File: src/rtl/rtc_alarm_core.sv
// Time-of-day core: 24 h BCD counters advanced by a 1 Hz enable. It has a 12/24 h display
// map, range-checked time and alarm loads, an auto-timeout alarm FSM and a midnight pulse.
module rtc_alarm_core #(
    parameter int ALARM_LEN = 60,
    parameter int RST_HH    = 0,
    parameter int RST_MM    = 0
) (
    input  logic       clk,
    input  logic       rst,
    input  logic       tick_1hz,
    input  logic       mode_12h,
    input  logic       set_en,
    input  logic [4:0] set_hh,
    input  logic [5:0] set_mm,
    input  logic [5:0] set_ss,
    input  logic       alarm_wr,
    input  logic [4:0] alarm_hh,
    input  logic [5:0] alarm_mm,
    input  logic       alarm_arm,
    input  logic       alarm_ack,
    output logic [3:0] h_tens,
    output logic [3:0] h_ones,
    output logic [3:0] m_tens,
    output logic [3:0] m_ones,
    output logic [3:0] s_tens,
    output logic [3:0] s_ones,
    output logic       pm,
    output logic       alarm_ring,
    output logic       set_err,
    output logic       day_tick
);

    localparam int CNT_W = $clog2(ALARM_LEN + 1);
    localparam logic [CNT_W-1:0] RING_LAST = CNT_W'(ALARM_LEN - 1);
    localparam logic [3:0] RST_HT = 4'(RST_HH / 10);
    localparam logic [3:0] RST_HO = 4'(RST_HH % 10);
    localparam logic [3:0] RST_MT = 4'(RST_MM / 10);
    localparam logic [3:0] RST_MO = 4'(RST_MM % 10);

    // Binary 0..63 to two BCD digits; the ones digit is exact in 4-bit modular arithmetic.
    function automatic logic [7:0] to_bcd(input logic [5:0] v);
        logic [3:0] t;
        if (v >= 6'd60)      t = 4'd6;
        else if (v >= 6'd50) t = 4'd5;
        else if (v >= 6'd40) t = 4'd4;
        else if (v >= 6'd30) t = 4'd3;
        else if (v >= 6'd20) t = 4'd2;
        else if (v >= 6'd10) t = 4'd1;
        else                 t = 4'd0;
        return {t, v[3:0] - (t * 4'd10)};
    endfunction

    typedef enum logic {IDLE, RING} alarm_state_t;

    alarm_state_t     state_reg;
    logic [CNT_W-1:0] ring_cnt_reg;

    // Index 0 = seconds, index 1 = minutes.
    logic [1:0][3:0] ms_tens_reg, ms_ones_reg;
    logic [1:0][3:0] ms_tens_next, ms_ones_next;
    logic [1:0]      at_max, stage_carry, ones_wrap;
    logic [3:0]      h_tens_reg, h_ones_reg, h_tens_next, h_ones_next;
    logic            hour_carry, day_wrap;

    logic [3:0] al_ht_reg, al_ho_reg, al_mt_reg, al_mo_reg;
    logic       set_err_reg, day_tick_reg;

    logic       set_ok, alarm_ok, eff_tick, match, trigger;
    logic [7:0] set_h_bcd, set_m_bcd, set_s_bcd, al_h_bcd, al_m_bcd;

    assign stage_carry = {at_max[0], 1'b1};
    assign hour_carry  = &at_max;

    genvar gi;
    generate
        for (gi = 0; gi < 2; gi++) begin : g_ms
            assign at_max[gi]    = (ms_ones_reg[gi] == 4'd9) && (ms_tens_reg[gi] == 4'd5);
            assign ones_wrap[gi] = stage_carry[gi] && (ms_ones_reg[gi] == 4'd9);
            assign ms_ones_next[gi] = !stage_carry[gi] ? ms_ones_reg[gi] :
                                      ones_wrap[gi]    ? 4'd0 : ms_ones_reg[gi] + 4'd1;
            assign ms_tens_next[gi] = !ones_wrap[gi] ? ms_tens_reg[gi] :
                                      at_max[gi]     ? 4'd0 : ms_tens_reg[gi] + 4'd1;
        end
    endgenerate

    always_comb begin
        h_tens_next = h_tens_reg;
        h_ones_next = h_ones_reg;
        if (hour_carry) begin
            if (h_tens_reg == 4'd2 && h_ones_reg == 4'd3) begin
                h_tens_next = 4'd0;
                h_ones_next = 4'd0;
            end else if (h_ones_reg == 4'd9) begin
                h_tens_next = h_tens_reg + 4'd1;
                h_ones_next = 4'd0;
            end else begin
                h_ones_next = h_ones_reg + 4'd1;
            end
        end
    end

    assign day_wrap = hour_carry && (h_tens_reg == 4'd2) && (h_ones_reg == 4'd3);

    assign set_ok    = (set_hh <= 5'd23) && (set_mm <= 6'd59) && (set_ss <= 6'd59);
    assign alarm_ok  = (alarm_hh <= 5'd23) && (alarm_mm <= 6'd59);
    assign set_h_bcd = to_bcd({1'b0, set_hh});
    assign set_m_bcd = to_bcd(set_mm);
    assign set_s_bcd = to_bcd(set_ss);
    assign al_h_bcd  = to_bcd({1'b0, alarm_hh});
    assign al_m_bcd  = to_bcd(alarm_mm);

    // A load takes the cycle, so a coincident tick neither advances time nor fires the alarm.
    assign eff_tick = tick_1hz && !set_en;
    assign match    = (ms_tens_next[0] == 4'd0) && (ms_ones_next[0] == 4'd0) &&
                      (ms_tens_next[1] == al_mt_reg) && (ms_ones_next[1] == al_mo_reg) &&
                      (h_tens_next == al_ht_reg) && (h_ones_next == al_ho_reg);
    assign trigger  = eff_tick && match && alarm_arm;

    always_ff @(posedge clk) begin
        if (rst) begin
            h_tens_reg   <= RST_HT;
            h_ones_reg   <= RST_HO;
            ms_tens_reg  <= {RST_MT, 4'd0};
            ms_ones_reg  <= {RST_MO, 4'd0};
            al_ht_reg    <= 4'd0;
            al_ho_reg    <= 4'd0;
            al_mt_reg    <= 4'd0;
            al_mo_reg    <= 4'd0;
            set_err_reg  <= 1'b0;
            day_tick_reg <= 1'b0;
            state_reg    <= IDLE;
            ring_cnt_reg <= '0;
        end else begin
            set_err_reg  <= (set_en && !set_ok) || (alarm_wr && !alarm_ok);
            day_tick_reg <= eff_tick && day_wrap;

            if (set_en) begin
                if (set_ok) begin
                    h_tens_reg  <= set_h_bcd[7:4];
                    h_ones_reg  <= set_h_bcd[3:0];
                    ms_tens_reg <= {set_m_bcd[7:4], set_s_bcd[7:4]};
                    ms_ones_reg <= {set_m_bcd[3:0], set_s_bcd[3:0]};
                end
            end else if (tick_1hz) begin
                h_tens_reg  <= h_tens_next;
                h_ones_reg  <= h_ones_next;
                ms_tens_reg <= ms_tens_next;
                ms_ones_reg <= ms_ones_next;
            end

            if (alarm_wr && alarm_ok) begin
                al_ht_reg <= al_h_bcd[7:4];
                al_ho_reg <= al_h_bcd[3:0];
                al_mt_reg <= al_m_bcd[7:4];
                al_mo_reg <= al_m_bcd[3:0];
            end

            case (state_reg)
                IDLE: begin
                    if (trigger && !alarm_ack) begin
                        state_reg    <= RING;
                        ring_cnt_reg <= '0;
                    end
                end
                RING: begin
                    if (alarm_ack || !alarm_arm) begin
                        state_reg <= IDLE;
                    end else if (eff_tick) begin
                        if (ring_cnt_reg == RING_LAST) begin
                            state_reg <= IDLE;
                        end else begin
                            ring_cnt_reg <= ring_cnt_reg + CNT_W'(1);
                        end
                    end
                end
                default: state_reg <= IDLE;
            endcase
        end
    end

    // 12 h display is a pure remap of the stored 24 h hour.
    logic [4:0] hour_bin;
    logic [7:0] disp_h, h_minus_12;

    assign hour_bin   = ({1'b0, h_tens_reg} * 5'd10) + {1'b0, h_ones_reg};
    assign h_minus_12 = to_bcd({1'b0, hour_bin - 5'd12});

    always_comb begin
        disp_h = {h_tens_reg, h_ones_reg};
        pm     = 1'b0;
        if (mode_12h) begin
            pm = (hour_bin >= 5'd12);
            if (hour_bin == 5'd0 || hour_bin == 5'd12) begin
                disp_h = 8'h12;
            end else if (hour_bin > 5'd12) begin
                disp_h = h_minus_12;
            end
        end
    end

    assign h_tens     = disp_h[7:4];
    assign h_ones     = disp_h[3:0];
    assign m_tens     = ms_tens_reg[1];
    assign m_ones     = ms_ones_reg[1];
    assign s_tens     = ms_tens_reg[0];
    assign s_ones     = ms_ones_reg[0];
    assign alarm_ring = (state_reg == RING);
    assign set_err    = set_err_reg;
    assign day_tick   = day_tick_reg;

endmodule

File: config.mk
export PLATFORM = sky130hd
export DESIGN_NAME = rtc_alarm_core
export DESIGN_NICKNAME = d
export VERILOG_FILES = /design/src/rtl/rtc_alarm_core.sv
export SDC_FILE = /design/constraint.sdc
export NUM_CORES = 1
export LEC_CHECK = 0
export ABC_AREA = 1
export BUFFER_PORTS_ARGS = -buffer_cell sky130_fd_sc_hd__buf_2
export CAP_MARGIN = 5
export CORE_MARGIN = 2
export CORE_UTILIZATION = 53
export DETAILED_ROUTE_END_ITERATION = 16
export GPL_TIMING_DRIVEN = 0
export PLACE_DENSITY = 0.86
export REMOVE_ABC_BUFFERS = 1
export SLEW_MARGIN = 0
export SYNTH_ARGS = -nofsm -noshare
export SYNTH_HDL_FRONTEND = slang
export SYNTH_SLANG_ARGS = --single-unit
export TNS_END_PERCENT = 5
File: constraint.sdc
create_clock -name clk -period 3.34 [get_ports clk]
set_input_delay 0.167 -clock clk [delete_from_list [all_inputs] [get_ports clk]]
set_output_delay 0.167 -clock clk [all_outputs]
set_load 0.1 [all_outputs]
==> run_results.csv <==
group,metric,value,unit
status,outcome,"finished with violations",
status,violations,"setup timing",
routing,viasPerCell,5.66,
synthesis,yosys.area_share.adder,10.3,%
routing,drc_errors,0,
synthesis,ys_warn_count,0,
synthesis,yosys.area_share.xor_xnor,5.69,%
timing,finalSetupViolations,3,
routing,dr.pass1.iters,6,
timing,period_share,111,%
timing,slew_viol_final,0,
synthesis,synth_top_area_share,22.3,%
finish,final_cell_area,4960,um2
place,pre_cts_slack,-0.843,ns
routing,drtIter0Drc,373,
synthesis,async_flop_share,0,%
timing,holdWs,0.135,ns
critical_path,worstPathMaxFanout,4,
synthesis,synthTopCellsByArea,"dfxtp_1, nand2_1, inv_1",
pwr,power.density,461,nW/um2
timing,fmax,270,MHz
place,place_area,4510,um2
global_route,grt_use_total,27.6,%
cts,h-tree-depth,2,
routing,routed_wl,11800,um
synthesis,ys_types,46,
global_route,grt_max_degree,31,
place,port_buffers,63,
hold_path,worst_hold_path_type,"in -> reg",
die,die_y,92.3,um
finish,num-fill-cells,685,
critical_path,crit_type,"reg -> out",
synthesis,synth-compound-area-share,21.0,%
timing,period_minus_slack,3.71,ns
routing,wire_per_inst,14.3,um
cts,tritoncts_num_sinks,46,
critical_path,crit_required,3.17,ns
die,rows,32,
pwr,p_leak,2.35,nW
synthesis,synth_area,4140,um2
synthesis,synth_mux_area_share,0.242,%
finish,insertedDiodeCount,0,
cts,worstSkewPairLatency,0.31,ns
synthesis,synth_seq_cells,46,
synthesis,syn_inst,647,
synthesis,synth_seq_area_share,22.3,%
timing,rsz0062_at_grt,"true",
critical_path,critPathLaunchType,"register",
die,dieArea,8530,um2
timing,layout_setup_ws,-0.366,ns
finish,final_util,64.8,%
synthesis,synth_ff_type,"dfxtp_1",
global_route,grt_pass1_wl,19300,um
cts,cts_buffer_depth,2,
die,start_util,54.1,%
synthesis,syn_avg_cell_area,6.39,um2
place,hpwlAfterDp,8140,um
die,ioPinCount,64,
die,dieWidth,92.3,um
global_route,grt-ovfl-total,0,
finish,multi_input_area,2910,um2
finish,area_delta_synth_final,19.8,%
routing,ant_nets,0,
routing,vias,4663,
cts,cts_buffers,5,
finish,final_nets,787,
timing,clock_skew,0.0113,ns
global_route,antenna_found_initial,0,
critical_path,end_kind,"output pin",
cts,cts_tree,"built",
synthesis,synth_top_family_by_area,"simple AND/OR/NAND/NOR gates",
finish,largest_register_ffs,6,
synthesis,synth-edff-count,0,
global_route,grt_pass1_vias,4443,
pwr,ir_worst_vdd,0.294,mV
critical_path,worst_ep_arrival_time,3.54,ns
synthesis,synth-simple-area-share,30.1,%
cts,clkTransAtPathRegs,0.10,ns
timing,hold_viol,0,
synthesis,yosysTopAreaCell,"dfxtp_1",
finish,layout-drive-gt1-share,20.6,%
timing,relSlewSlack,39.2,%
die,coreArea,7650,um2
cts,cts_root_buf,"clkbuf_8",
timing,tightest_slew,0.912,ns
job,maxCapViolCount,0,
place,routabilityCongestion,0.885,
finish,regArea,936,um2
pwr,p_total,2.29,mW
-- worst paths after layout --
path	to	from	cells after the start	slack, ns
setup / recovery	h_ones[3]	h_tens_reg[0]	21	-0.37
hold / removal	s_ones[0]	set_ss[0]	3	0.14
setup reg to reg	ring_cnt_reg[3]	m_ones[0]	15	0.69
hold reg to reg	al_ho_reg[0]	al_ho_reg[0]	2	0.48
-- final cells by class --
cell class              count  share of cell area, %
inverters                  95                   7.19
well taps                 102                   2.57
clock inverters             3                  0.883
repair buffers             84                   10.3
clock buffers               5                   1.39
flip-flops and latches     46                   18.9
multi-input cells         489                   58.8
-- power by group --
part | total, mW | internal [mW] | switching, mW | leakage [nW]
clock network | 0.441 | 0.225 | 0.216 | 0.0585
registers | 0.645 | 0.589 | 0.0557 | 0.381
logic | 1.20 | 0.445 | 0.755 | 1.91
-- kinds of logic after synthesis --
group / count (synthesis)
and+or+nand+nor: 279
AOI/OAI and AO/OA: 153
buffers and inverters: 112
DFF: 46
adders and majority gates: 30
xor gates and xnor gates: 26
muxes: 1
-- metal layers --
layer / global-route usage, % / wire length (um) / part of all wire, %
met3: 3.50 / 687 / 5.8
met2: 52.6 / 6100 / 52
met1: 31.3 / 4680 / 40
met4: 9.58 / 342 / 2.9
met5: 0 / 0 / 0
-- through the flow --
stage / setup TNS [ns] / cells
floorplan: -4.09 / 630
global placement: -1.32 / 795
detailed placement: -1.79 / 795
CTS: -0.857 / 824
global route: -1.43 / 824
finish: -1.00 / 824
-- worst max-delay path: stages, from the launching register on --
cell,delay (ns)
dfxtp_4,0.38
ha_4,0.17
fa_2,0.37
xnor2_2,0.21
buf_4,0.17
ha_1,0.16
a311o_1,0.17
nand2_2,0.08
o21ai_2,0.10
nand2_2,0.11
buf_4,0.14
buf_4,0.12
buf_4,0.12
buf_4,0.12
buf_4,0.12
buf_4,0.12
buf_4,0.13
nand2_1,0.05
nand3_1,0.07
nand2_1,0.07
nand2_2,0.06
buf_12,0.16
-- synth_stat cells (all sizes together), types with 2 or more instances --
master / number
o21bai: 3
a31oi: 4
ha: 23
a221oi: 3
o211ai: 10
o211a: 2
o31ai: 2
buf: 3
nand4: 5
clkbuf: 14
xnor2: 8
inv: 94
nor3: 6
a21oi: 53
xor2: 18
o22ai: 3
a211oi: 4
nand3: 46
a22oi: 2
nor2: 65
o21ai: 62
fa: 7
nand3b: 2
nand2: 152
or2: 2
dfxtp: 46
-- repair_timing --
action | in CTS | in global routing
setup buffers | 21 | 0
setup endpoints to repair | 4 | 5
hold buffers | 0 | 0
pin swaps | 11 | 6
resized for setup | 36 | 8
-- layout by cell type, fill, tap and decap left out, types with 3 or more instances in the layout --
master    instances
nand4_1           5
ha_1             18
buf_4            20
o211ai_1         10
fa_1              5
a31oi_1           4
nand3_1          45
nor2_1           55
o22ai_1           3
nor2_4            3
inv_2             8
nor3_1            6
ha_4              5
xnor2_1           5
buf_2            59
o21bai_1          3
xor2_1           17
inv_1            86
a211oi_1          4
dfxtp_1          40
dfxtp_4           3
dfxtp_2           3
a221oi_1          3
nor2_2            6
nand2_1         136
clkbuf_8          5
buf_6             4
a21oi_1          52
o21ai_1           4
o21ai_0          56
nand2_2          14
Note: power is estimated with default switching activity, not from simulation.
